$ cat src/rtl/msaga_tsi_mem_bridge.sv
// msaga_tsi_mem_bridge: parses host TSI read/write packets and issues
// one-at-a-time single-word requests on a simple memory port.
module msaga_tsi_mem_bridge #(
   parameter int ADDR_W = 32
) (
   input  logic              clock,
   input  logic              reset,
   input  logic              tsi_in_valid,
   output logic              tsi_in_ready,
   input  logic [31:0]       tsi_in_bits,
   output logic              tsi_out_valid,
   input  logic              tsi_out_ready,
   output logic [31:0]       tsi_out_bits,
   output logic              mem_req_valid,
   input  logic              mem_req_ready,
   output logic              mem_req_write,
   output logic [ADDR_W-1:0] mem_req_addr,
   output logic [31:0]       mem_req_data,
   input  logic              mem_resp_valid,
   input  logic [31:0]       mem_resp_data,
   output logic              error
);
   typedef enum logic [3:0] {
      S_CMD, S_ALO, S_AHI, S_LLO, S_LHI, S_WDATA, S_WREQ, S_RREQ, S_WAIT, S_RSEND
   } state_t;
   state_t state, state_nx;
   logic [ADDR_W-1:0] addr;
   logic [31:0] cnt, wdata, rdata;
   logic wr, err, live, in_hs, last, step;
   assign in_hs = tsi_in_valid & tsi_in_ready;
   assign last = cnt == 32'd0;
   assign step = (state == S_WAIT && wr && mem_resp_valid) || (state == S_RSEND && tsi_out_ready);
   assign mem_req_addr = addr;
   assign mem_req_data = wdata;
   assign tsi_out_bits = rdata;
   assign error = err;
   always_ff @(posedge clock) begin
      if (reset) state <= S_CMD;
      else state <= state_nx;
   end
   always_comb begin
      state_nx = state;
      case (state)
         S_CMD:   if (in_hs && tsi_in_bits <= 32'd1) state_nx = S_ALO;
         S_ALO:   if (in_hs) state_nx = S_AHI;
         S_AHI:   if (in_hs) state_nx = S_LLO;
         S_LLO:   if (in_hs) state_nx = S_LHI;
         S_LHI:   if (in_hs) state_nx = wr ? S_WDATA : S_RREQ;
         S_WDATA: if (in_hs) state_nx = S_WREQ;
         S_WREQ:  if (mem_req_ready) state_nx = S_WAIT;
         S_RREQ:  if (mem_req_ready) state_nx = S_WAIT;
         S_WAIT:  if (mem_resp_valid) state_nx = wr ? (last ? S_CMD : S_WDATA) : S_RSEND;
         S_RSEND: if (tsi_out_ready) state_nx = last ? S_CMD : S_RREQ;
         default: state_nx = S_CMD;
      endcase
   end
   // live keeps tsi_in_ready low while reset is held, without any input path
   always_comb begin
      tsi_in_ready = live && (state inside {S_CMD, S_ALO, S_AHI, S_LLO, S_LHI, S_WDATA});
      mem_req_valid = state == S_WREQ || state == S_RREQ;
      mem_req_write = state == S_WREQ;
      tsi_out_valid = state == S_RSEND;
   end
   always_ff @(posedge clock) begin
      if (reset) begin
         addr  <= '0;
         cnt   <= '0;
         wdata <= '0;
         rdata <= '0;
         wr    <= 1'b0;
         err   <= 1'b0;
         live  <= 1'b0;
      end else begin
         live <= 1'b1;
         if (state == S_CMD && in_hs) begin
            if (tsi_in_bits > 32'd1) err <= 1'b1;
            else wr <= tsi_in_bits[0];
         end
         if (state == S_ALO && in_hs) addr <= ADDR_W'({tsi_in_bits[31:2], 2'b00});
         if (state == S_AHI && in_hs) addr <= ADDR_W'({tsi_in_bits, 32'(addr)});
         if (state == S_LLO && in_hs) cnt <= tsi_in_bits;
         if (state == S_WDATA && in_hs) wdata <= tsi_in_bits;
         if (state == S_WAIT && mem_resp_valid && !wr) rdata <= mem_resp_data;
         if (step) begin
            cnt  <= cnt - 32'd1;
            addr <= addr + ADDR_W'(4);
         end
      end
   end
endmodule

$ cat config.mk
export PLATFORM = sky130hd
export DESIGN_NAME = msaga_tsi_mem_bridge
export DESIGN_NICKNAME = d
export VERILOG_FILES = /design/src/rtl/msaga_tsi_mem_bridge.sv
export SDC_FILE = /design/constraint.sdc
export NUM_CORES = 1
export LEC_CHECK = 0
export ABC_CLOCK_PERIOD_IN_PS = 3200
export BUFFER_PORTS_ARGS = -buffer_cell sky130_fd_sc_hd__buf_2
export CORE_MARGIN = 4
export CORE_UTILIZATION = 50
export CTS_CLUSTER_DIAMETER = 150
export DETAILED_ROUTE_END_ITERATION = 8
export GPL_ROUTABILITY_DRIVEN = 0
export HOLD_SLACK_MARGIN = 0.06
export PLACE_DENSITY = 0.87
export SYNTH_ARGS = -nofsm -noshare
export SYNTH_HDL_FRONTEND = slang
export SYNTH_SLANG_ARGS = --single-unit
$ cat constraint.sdc
create_clock -name clock -period 3.2 [get_ports clock]
set_clock_uncertainty 0.2 [all_clocks]
set_input_delay 0.8 -clock clock [delete_from_list [all_inputs] [get_ports clock]]
set_output_delay 0.8 -clock clock [all_outputs]
set_load 0.01 [all_outputs]
==> run metrics <==
status=finished, final reports clean; Seq/Total Area, Yosys=42.5%; crit path DAT=2870 ps; die height=120 um; R2R Path End=mem_req_addr[25]; clk_lat worst skew=430 ps; final core utilization=64.9%; Power Internal=2870 uW; slowest stage delay, CP=710 ps; slew margin rel.=41.6%; Combinational Power Share=3.5%; clk root buf=clkbuf_16; Hold WS=242 ps; Worst Path Class, Setup=reg -> reg; Net Sw Power=863 uW; commonest non-fill, non-tap cell in the layout=nand2_1; Period minus WS final=2720 ps; Boundary Pins=171; Crit. End Element=register; DRT Pass-1 Iters=7; Final Net Count=1041; reg2reg path depth=6; distinct cell type count after synthesis=62; CP bufs+invs=1; antenna violations before repair=0; Clock Sinks=133; Reg power frac=44.4%; r2r startpoint=state[0]; Slowest-stage cell, CP=nor2_1; Tcrit/Tclk final=84.9%; Ant. Diodes=0; Syn Area/Cell=7.70 um2; crit-path max FO=28; critical path capture point=mem_req_addr[25]; Cells after Synth=814; TNS Setup=0 ps; placed instance area=7300 um2; FF+latch count, synth=133; Critical Path Stages=6; worst slack at placement=460 ps; first-pass GRT wire length=32400 um; final wirelength=20600 um; Final HPWL DP=13800 um; worst reg2reg setup slack=480 ps; Initial Util=51.6%; H-Tree Depth=4; RSZ-0062 raised after global routing=false; core area=12200 um2; vias=7057; Post-CTS Setup Bufs=0; Worst Hold Class=reg -> reg; Most used DFF post-synth=dfxtp_1; pwr dens=473 nW/um2; CTS Hold Buffers Added=0; CTS tree=built; vias in the first global route=6661; commonest non-fill, non-tap cells in the layout=nand2_1 (196), buf_2 (167), dfxtp_1 (133); critical path cell sequence=nand3b_1 -> a21oi_2 -> buf_4 -> nor2_1 -> o21ai_0 -> a31oi_1; die area=14400 um2; cell taking the most area after synthesis=dfxtp_1; IO buf count=168; Synth Cell Area=6270 um2; MaxCap Viol Count=0; detailed-route DRC error count=0; Async SR Flop Fraction=0%; synth-to-layout area growth=25.8%; DR iter-0 viols=781; family with the most delay on the worst path=simple AND/OR/NAND/NOR gates; drt via density=6.14; GRT Resource Usage Total=27.8%; Fmax=0.368 GHz; Clock transition at path regs=60 ps; actual slew at the worst max-slew pin=873 ps; Post-DRT Antenna Nets=0; CTS Buf Count=17; CTS max path bufs=2; Post-synth EDFFs=0; leakage dissipation=0.00300 uW; Worst Setup SP=state[0]; Slew Limit Fails=0; total gr overflow=0; routed len/inst=17.9 um; Sw Ratio=23.1%; share of cells above drive strength 1=24.9%; row count=40; Setup WS post-layout=484 ps; die width=120 um; Final Setup Violations=0; design area=7890 um2; peak supply drop=398 uV; main area contributors after synthesis=dfxtp_1 (42%), nand2_1 (12%), a21oi_1 (7.7%); post-CTS resize count=0; largest net degree at the start of global routing=62; CP Data Required Time=3360 ps; Fin. Hold Viols=0; Yosys warning count=0; Clk pwr share=52.1%; top-area cell type share of the netlist area=42.5%; startpoint types=register
-- power by group through the flow --
stage | Combinational (uW) | Clock, uW | Sequential, uW
4_1_cts | 124 | 1950 | 1660
2_1_floorplan | 36.5 | 0 | 1690
3_3_place_gp | 123 | 0 | 1690
3_5_place_dp | 124 | 0 | 1690
5_1_grt | 134 | 2020 | 1660
6_report | 129 | 1950 | 1660
-- flip-flops by register name, indices dropped and copies added (netlist names) --
register,count
state,4
wr,1
tsi_out_bits,32
error,1
mem_req_addr,30
live,1
mem_req_data,32
cnt,32
-- cell type report --
cell class,instances,area (um2)
fill,1005,4270
clock inverter,14,151
sequential,133,2660
tap,168,210
clock buffer,18,439
inverter,9,33.8
timing repair buffer,189,1010
multi-input combinational,618,3380
-- cells by family (layout without fill, tap and decap cells) --
| kind of cell | after synthesis | after routing | share of synthesized area (%) |
|---|---|---|---|
| other | 1 | 2 | 0.0598 |
| adder cells (fa/ha/maj) | 3 | 3 | 0.599 |
| buffers and inverters | 64 | 230 | 3.97 |
| multiplexers | 8 | 8 | 1.42 |
| AND/OR/NAND/NOR | 383 | 383 | 29.5 |
| XOR/XNOR | 2 | 2 | 0.279 |
| AO/OA/AOI/OAI | 220 | 220 | 21.7 |
| flip-flops | 133 | 133 | 42.5 |
-- Yosys cell counts, types with 3 or more instances --
master and n:
a211oi_1 6, a21o_1 3, a21oi_1 96, a221oi_1 3
a22oi_1 4, a2bb2oi_1 4, a31oi_1 37, and2_1 4
and3_1 8, and4_1 5, clkbuf_1 51, dfxtp_1 133
ha_1 3, inv_1 9, mux2_2 7, nand2_1 196
nand2b_1 7, nand3_1 22, nand3b_1 5, nand4_1 16
nor2_1 44, nor3_1 18, nor4_1 17, o211ai_1 14
o21ai_0 23, o2bb2ai_1 3, o311ai_0 6, or2_2 3
or3_1 17, or4_1 10
-- stage by stage --
stage | power [uW] | instances
6_report | 3740 | 1149
2_1_floorplan | 1730 | 815
3_3_place_gp | 1820 | 1117
3_5_place_dp | 1820 | 1117
4_1_cts | 3730 | 1149
5_1_grt | 3810 | 1149
-- worst min-delay path by stage --
stage,slack (ps),depth (start not counted),to,startpoint
6_report,240,2,error,error
5_1_grt,260,2,error,error
4_1_cts,240,2,error,error
3_5_place_dp,240,2,error,error
3_3_place_gp,230,2,error,error
2_1_floorplan,240,1,cnt[26],cnt[26]
-- tightest hold or removal path, cell delays in order (launching register included) --
cell and delay, ps:
dfxtp_1 310, inv_1 40, a21oi_1 50
-- routing by layer --
metal  vias up  share of wire [%]  track usage [%]
li1       3259                  -                -
met1      3298                 39             33.4
met2       417                 47             46.4
met3        83                 10             7.54
met4         0                4.2             12.5
met5         -                  0                0
Note: power is estimated with default switching activity, not from simulation.
